--- config.mk ---
export PLATFORM = sky130hd
export DESIGN_NAME = fetch_unit
export DESIGN_NICKNAME = d
export VERILOG_FILES = /design/src/rtl/fetch_unit_pkg.sv /design/src/rtl/fetch_unit_csa16.sv /design/src/rtl/fetch_unit.sv
export SDC_FILE = /design/constraint.sdc
export NUM_CORES = 1
export LEC_CHECK = 0
export CAP_MARGIN = 40
export CELL_PAD_IN_SITES_DETAIL_PLACEMENT = 0
export CELL_PAD_IN_SITES_GLOBAL_PLACEMENT = 1
export CORE_MARGIN = 3
export CORE_UTILIZATION = 44
export CTS_BUF_LIST = sky130_fd_sc_hd__clkbuf_4
export DETAILED_ROUTE_END_ITERATION = 10
export PLACE_DENSITY_LB_ADDON = 0.25
export SKIP_LAST_GASP = 1
export SLEW_MARGIN = 30
export SYNTH_ARGS = -nofsm -noshare
export SYNTH_HDL_FRONTEND = slang
export SYNTH_SLANG_ARGS = --single-unit
--- constraint.sdc ---
create_clock -name clk -period 6.38 [get_ports clk]
set_clock_uncertainty 0.1 [all_clocks]
set_input_delay 0.957 -clock clk [delete_from_list [all_inputs] [get_ports clk]]
set_output_delay 0.957 -clock clk [all_outputs]
set_load 0.005 [all_outputs]
--- src/rtl/fetch_unit_pkg.sv ---
// Shared types and constants for the instruction-fetch sequencer.
package fetch_unit_pkg;
  localparam int          WORD_W       = 16;
  localparam logic [15:0] DEF_RESET_PC = 16'h3000;

  typedef enum logic [2:0] {
    ST_IDLE = 3'd0,
    ST_ADDR = 3'd1,
    ST_MEM  = 3'd2,
    ST_IRLD = 3'd3,
    ST_HOLD = 3'd4
  } state_e;
endpackage

--- src/rtl/fetch_unit_csa16.sv ---
// 16-bit carry-select adder: low byte ripples, high byte precomputes both carry-in cases.
module CSA16 (
  input  logic [15:0] A,
  input  logic [15:0] B,
  input  logic        Ci,
  output logic [15:0] S,
  output logic        Co
);
  logic [8:0] lo, hi0, hi1;

  assign lo  = {1'b0, A[7:0]} + {1'b0, B[7:0]} + {8'd0, Ci};
  assign hi0 = {1'b0, A[15:8]} + {1'b0, B[15:8]};
  assign hi1 = hi0 + 9'd1;

  assign S[7:0]        = lo[7:0];
  assign {Co, S[15:8]} = lo[8] ? hi1 : hi0;
endmodule

--- src/rtl/fetch_unit.sv ---
// Instruction-fetch sequencer: owns PC, drives MAR/MEM_RD, hands IR to decode
// with valid/ready, supports branch redirects and a sticky memory-timeout fault.
module fetch_unit
  import fetch_unit_pkg::*;
#(
  parameter logic [15:0] RESET_PC = DEF_RESET_PC,
  parameter int          TIMEOUT  = 255
) (
  input  logic              clk,
  input  logic              rst,
  input  logic              EN,
  input  logic              LD_PC,
  input  logic [WORD_W-1:0] PC_TARGET,
  output logic [WORD_W-1:0] MAR,
  output logic              MEM_RD,
  input  logic              MEM_R,
  input  logic [WORD_W-1:0] MEM_DATA,
  output logic [WORD_W-1:0] PC,
  output logic [WORD_W-1:0] IR,
  output logic              IR_VALID,
  input  logic              IR_READY,
  output logic              FAULT
);
  localparam logic [15:0] TMO = 16'(TIMEOUT);

  state_e            state_q, state_d;
  logic [WORD_W-1:0] pc_q, pc_d, mar_q, mar_d, mdr_q, mdr_d, ir_q, ir_d;
  logic              irv_q, irv_d, fault_q, fault_d, flush_q, flush_d;
  logic [15:0]       tmo_q, tmo_d;
  logic [WORD_W-1:0] pc_inc;
  logic              pc_co_unused;

  CSA16 u_pc_inc (
    .A  (pc_q),
    .B  (16'h0001),
    .Ci (1'b0),
    .S  (pc_inc),
    .Co (pc_co_unused)
  );

  always_comb begin
    state_d = state_q;
    pc_d    = pc_q;
    mar_d   = mar_q;
    mdr_d   = mdr_q;
    ir_d    = ir_q;
    irv_d   = irv_q;
    fault_d = fault_q;
    flush_d = flush_q;
    tmo_d   = tmo_q;
    case (state_q)
      ST_IDLE: if (EN && !fault_q) state_d = ST_ADDR;
      ST_ADDR: begin
        mar_d   = pc_q;
        pc_d    = pc_inc;
        state_d = ST_MEM;
        if (LD_PC) flush_d = 1'b1;
      end
      ST_MEM: begin
        tmo_d = tmo_q + 16'd1;
        if (MEM_R) begin
          mdr_d = MEM_DATA;
          tmo_d = '0;
          // A redirect pending (or arriving now) makes this word stale: refetch.
          if (flush_q || LD_PC) begin
            flush_d = 1'b0;
            state_d = ST_ADDR;
          end else begin
            state_d = ST_IRLD;
          end
        end else if (TMO != 16'd0 && tmo_q + 16'd1 == TMO) begin
          fault_d = 1'b1;
          flush_d = 1'b0;
          tmo_d   = '0;
          state_d = ST_IDLE;
        end else if (LD_PC) begin
          flush_d = 1'b1;
        end
      end
      ST_IRLD: begin
        ir_d = mdr_q;
        if (LD_PC) begin
          state_d = ST_ADDR;
        end else begin
          irv_d   = 1'b1;
          state_d = ST_HOLD;
        end
      end
      ST_HOLD: begin
        if (LD_PC) begin
          irv_d   = 1'b0;
          state_d = ST_ADDR;
        end else if (IR_READY) begin
          irv_d   = 1'b0;
          state_d = EN ? ST_ADDR : ST_IDLE;
        end
      end
      default: state_d = ST_IDLE;
    endcase
    if (LD_PC) pc_d = PC_TARGET;
  end

  always_ff @(posedge clk or posedge rst) begin
    if (rst) begin
      state_q <= ST_IDLE;
      pc_q    <= RESET_PC;
      mar_q   <= '0;
      mdr_q   <= '0;
      ir_q    <= '0;
      irv_q   <= 1'b0;
      fault_q <= 1'b0;
      flush_q <= 1'b0;
      tmo_q   <= '0;
    end else begin
      state_q <= state_d;
      pc_q    <= pc_d;
      mar_q   <= mar_d;
      mdr_q   <= mdr_d;
      ir_q    <= ir_d;
      irv_q   <= irv_d;
      fault_q <= fault_d;
      flush_q <= flush_d;
      tmo_q   <= tmo_d;
    end
  end

  assign MEM_RD   = (state_q == ST_MEM);
  assign MAR      = mar_q;
  assign PC       = pc_q;
  assign IR       = ir_q;
  assign IR_VALID = irv_q;
  assign FAULT    = fault_q;
endmodule

; ---- Yosys cells after proc, flatten, opt, wreduce, memory -nomap -nowiden
; Index checks and enable logic that the tools add are counted.
; Widths: inputs -> output; s select.
[classes]
reduce_logical = 14
n_bitwise = 1
n_mux = 23
eq_ne = 10
n_addsub = 3
[ops]
columns = op, n
row1 = $mux 16, 4
row2 = $mux 3, 6
row3 = $add 16x1->16 const B, 1
row4 = $eq 16x8->1 const B, 1
row5 = $pmux 3 s5, 1
row6 = $add 8x1->9 const B, 1
row7 = $reduce_and 3->1, 3
row8 = $add 8x1->8 const B, 1
row9 = $mux 1, 8
row10 = $mux 8, 1
row11 = $reduce_bool 2->1, 4
row12 = $eq 3x2->1 const B, 2
row13 = $reduce_and 2->1, 3
row14 = $ne 2x2->1 const B, 2
row15 = $pmux 1 s2, 2
row16 = $eq 3x1->1 const B, 1
row17 = $eq 3x3->1 const B, 1
row18 = $logic_not 3->1, 1
row19 = $ne 3x1->1 const B, 1
row20 = $ne 3x2->1 const B, 1
row21 = $ne 3x3->1 const B, 1
row22 = $mux 2, 1
row23 = $logic_and 1x1->1, 1
row24 = $logic_not 1->1, 1
row25 = other kinds (2), 2
[totals]
input_bits = 38
out_inout_bits = 51
reg_bits = 86
word_cells = 61

; ---- Logic depth before layout (Yosys ltp)
[depth]
word_depth = 5
mapped_depth = 8
mapped_depth_nobuf = 8

; ---- Cells and area by module
; From an unflattened synthesis, not the netlist that was laid out.
[hier_totals]
cells_unflattened = 479
hier_area_um2 = 4798.4
[modules_own_cells]
columns = module, seq_area_each_um2, n_inst, cells_per_inst, area_each_um2
row1 = fetch_unit, 2154.6, 1, 387, 4028.9
row2 = CSA16, 0.0, 1, 92, 769.5

; ---- Worst setup path after synthesis
; Ideal clock, no wire load.
[synth_timing]
path_kind = in2reg
start = input MEM_R
end = register mdr_q[0]
setup_time_ns = 0.125
path_slack_ns = 4.051
t_required_ns = 6.155
path_stages = 4
n_path_buf = 1
t_arrival_ns = 2.104
path_cell_list = inv_1 nor2_1 clkbuf_1 mux2_2
[synth_between]
elab_chain_cells = 1
[synth_lines]
columns = element, line_no
row1 = start: declaration, fetch_unit.sv:16  ; input logic MEM_R,
row2 = $reduce_and 2->1 (no source line), -
row3 = end signal: assignment, fetch_unit.sv:118  ; mdr_q <= mdr_d;
row4 = end: declaration, fetch_unit.sv:27  ; logic [WORD_W-1:0] pc_q, pc_d, mar_q, mar_d, mdr_q, mdr_d, ir_q, ir_d;
; Every way passes these cells.
; A chain may end at the register's enable or synchronous reset.

; ---- Final worst setup path
[layout_timing]
start = register state_q[2]
end = output MEM_RD
[layout_between]
elab_chain_cells = 1
[layout_lines]
columns = element, line_no
row1 = start: declaration, fetch_unit.sv:26  ; state_e state_q, state_d;
row2 = start signal: assignment, fetch_unit.sv:115  ; state_q <= state_d;
row3 = $eq 3x2->1, fetch_unit.sv:127  ; assign MEM_RD = (state_q == ST_MEM);
row4 = end: declaration, fetch_unit.sv:15  ; output logic MEM_RD,
; Every way passes these cells.

==> flow_metrics.tcl <==
set metrics [dict create \
    firstDrtPassIters 4 \
    syn2layout_area_growth_pct 28.3 \
    period_minus_slack_ns 3.47 \
    pre_cts_slack_ns 3.42 \
    fin_crit_sh 0.544 \
    reg2regPathDepth 8 \
    drive_above_1_share 0.192 \
    clock_tree.htree_level_count 3 \
    drt_iter0_drc 111 \
    syn_area_mm2 0.00409 \
    layoutNonFillerInstCount 567 \
    rsz0062_at_grt "no" \
    synth.area.top_cells "dfrtp_1 (51%), mux2_2 (13%), nand2_1 (4.4%), o21ai_0 (4.0%), xor2_1 (2.1%)" \
    wl_per_cell_um 15.5 \
    cp-end-kind "primary output" \
    startpoint_type "flip-flop" \
    r2r_end "tmo_q[2]$_DFFE_PP0P_" \
    diodes 0 \
    core-area_mm2 0.00885 \
    worstMarginPinSlew_ns 0.494 \
    seq_area_frac_synth 0.527 \
    crit_family "buffers and inverters" \
    n_fill_cell 765 \
    clk_path_buf_depth 2 \
    port_buffers 88 \
    clk_latency_ns 0.43 \
    grt_overflow_total 0 \
    worstHoldPathCells 1 \
    initial_utilization 0.462 \
    cp.required_ns 5.32 \
    leakage_nw 2.18 \
    placed_cells 550 \
    slowest_delay_ns 0.59 \
    hpwl_mm 6.27 \
    grt_max_degree 68 \
    arrival_ns 2.42 \
    ant_nets 0 \
    syn_area_per_cell_um2 11.2 \
    yosys_most_used_dff "dfrtp_1" \
    cts_resized 0 \
    path_buf_inv 2 \
    grt_usage 0.176 \
    grt_pass1_vias 2944 \
    hold_class "reg2reg" \
    yosysWarnings 0 \
    setup_ws_ns 2.91 \
    reg2reg_slack_ns 3.77 \
    num_io_pins 89 \
    wirelength_mm 8.77 \
    cts_buffers 9 \
    synth_cell_type_count 48 \
    post-route-util 0.592 \
    hold_violations 0 \
    layout_common_cells "clkdlybuf4s50_1 (88), dfrtp_1 (84), mux2_2 (48), nand2_1 (48), o21ai_0 (33)" \
    holdPathEnd "IR[9]$_DFFE_PP0N_" \
    timing.rr.start "tmo_q[0]$_DFFE_PP0P_" \
    drc 0 \
    cts-root-buf "clkbuf_4" \
    path_cells "nor2_1 -> nand2_1 -> inv_1 -> clkdlybuf4s50_1" \
    cts_hold_buf 0 \
    setup_viol 0 \
    drv_cap 0 \
    final_common_cell "clkdlybuf4s50_1" \
    finalSetupTns_ns 0 \
    die_h_um 102 \
    fin_hold_ws_ns 0.418 \
    min_from "IR[9]$_DFFE_PP0N_" \
    via_per_inst 5.40 \
    yosysTopAreaCell "dfrtp_1" \
    synth_edf_count 0 \
    vias 3063 \
    cts.reportedPaths.clkPinSlew_ns 0.15 \
    fin_nets 496 \
    cp_max_fo 15 \
    rows 34 \
    antenna_found_initial 0 \
    cts_setup_buffers 0 \
    syn-num-nets 408 \
    cts.sinks 86 \
    ir_drop_v 0.000176 \
    fmax_mhz 288 \
    powerDensity_mw_per_mm2 338 \
    grt_pass1_wl_mm 14.6 \
    dieArea_mm2 0.0105 \
    slowest_stage "clkdlybuf4s50_1" \
    synth_top_cell_area_share 0.515 \
    path_class "reg2out" \
    tritoncts "done" \
    drv_slew 0 \
    syn_inst 366 \
    synth-async-reset-ratio 1.00 \
    status "complete, no violations" \
    place_congestion 0.851 \
    dieWidth_um 102 \
    synth-seq-cells 86 \
    relSlewSlack 0.670 \
]
worst register-to-register path: stages (launching register included):
cell and delay [ns]:
dfrtp_1 0.50, ha_1 0.31, inv_1 0.16, nor4_4 0.42, and3_1 0.23, o2111ai_2 0.15
o21ai_4 0.34, or2_4 0.22, o2bb2ai_1 0.09
kinds of logic (layout without fill, tap and decap cells):
logic type / after synthesis / after routing / synth area share
compound gates: 65 / 65 / 0.0968
flops: 86 / 86 / 0.527
mux: 52 / 52 / 0.142
fa+ha+maj: 4 / 4 / 0.0123
buf+inv: 25 / 118 / 0.0248
simple gates: 115 / 115 / 0.156
xor+xnor: 19 / 19 / 0.0407
through the flow:
| step | area [µm²] | power [W] |
|---|---|---|
| after floorplan | 4090 | 0.00115 |
| after global placement | 5060 | 0.00144 |
| after CTS | 5220 | 0.00180 |
| after detailed placement | 5070 | 0.00146 |
| after global routing | 5240 | 0.00189 |
| final | 5240 | 0.00177 |
synth_stat cells, types with 2 or more instances:
cell type  count
a21o_1         2
a21oi_1       10
nor2_1        18
xor2_1        10
nor3_1         5
dfrtp_1       84
xnor2_1        9
o2bb2ai_1      3
nand4_1        6
or3_1          6
mux2i_1        4
nand2_1       48
nor4_2         2
clkbuf_1      11
nand4_2        3
o31ai_1        3
o21ai_1        3
inv_1          8
mux2_2        48
nand2b_1       2
o21ai_0       33
a31oi_1        2
nor4_4         2
ha_1           4
buf_2          6
nor2_2         2
dfstp_2        2
and3_1         3
nand3_1        8
area by class of cell:
class                   count  area, µm²  area share
flip-flops and latches     86       2150       0.411
multi-input cells         255       1830       0.349
repair buffers             94        942       0.180
well taps                 108        135      0.0258
clock inverters             7       80.1      0.0153
clock buffers               9       67.6      0.0129
inverters                   8       31.3     0.00597
flip-flops by register name, indices dropped and copies added, names as in the netlist:
| name | flops |
|---|---|
| mdr_q | 16 |
| tmo_q | 16 |
| MAR | 16 |
| flush_q | 1 |
| IR_VALID | 1 |
| state_q | 3 |
| IR | 16 |
| PC | 16 |
| FAULT | 1 |
how the worst max path moves through the flow:
stage	startpoint	end	slack [ns]	cells past startpoint
floorplan	rst	FAULT$_DFFE_PP0P_	3.10	1
global placement	state_q[2]$_DFFE_PP0P_	MEM_RD	3.44	4
detailed placement	state_q[2]$_DFFE_PP0P_	MEM_RD	3.42	4
CTS	state_q[2]$_DFFE_PP0P_	MEM_RD	2.91	4
global route	state_q[2]$_DFFE_PP0P_	MEM_RD	2.67	4
finish	state_q[2]$_DFFE_PP0P_	MEM_RD	2.91	4
routing by layer:
layer / part of all wire / GRT usage / vias up
met2: 0.48 / 0.282 / 74
met4: 0.010 / 0.0565 / 0
met1: 0.46 / 0.245 / 1507
met5: 0 / 0 / -
met3: 0.047 / 0.0300 / 10
li1: - / - / 1472
where the power goes:
group          leakage [nW]  internal (W)  switching (W)  total [W]
clock network        0.0792      0.000126       0.000207   0.000333
registers              1.07      0.000722       0.000135   0.000857
logic                  1.03      0.000375       0.000207   0.000583
(Power assumes the default switching activity.)
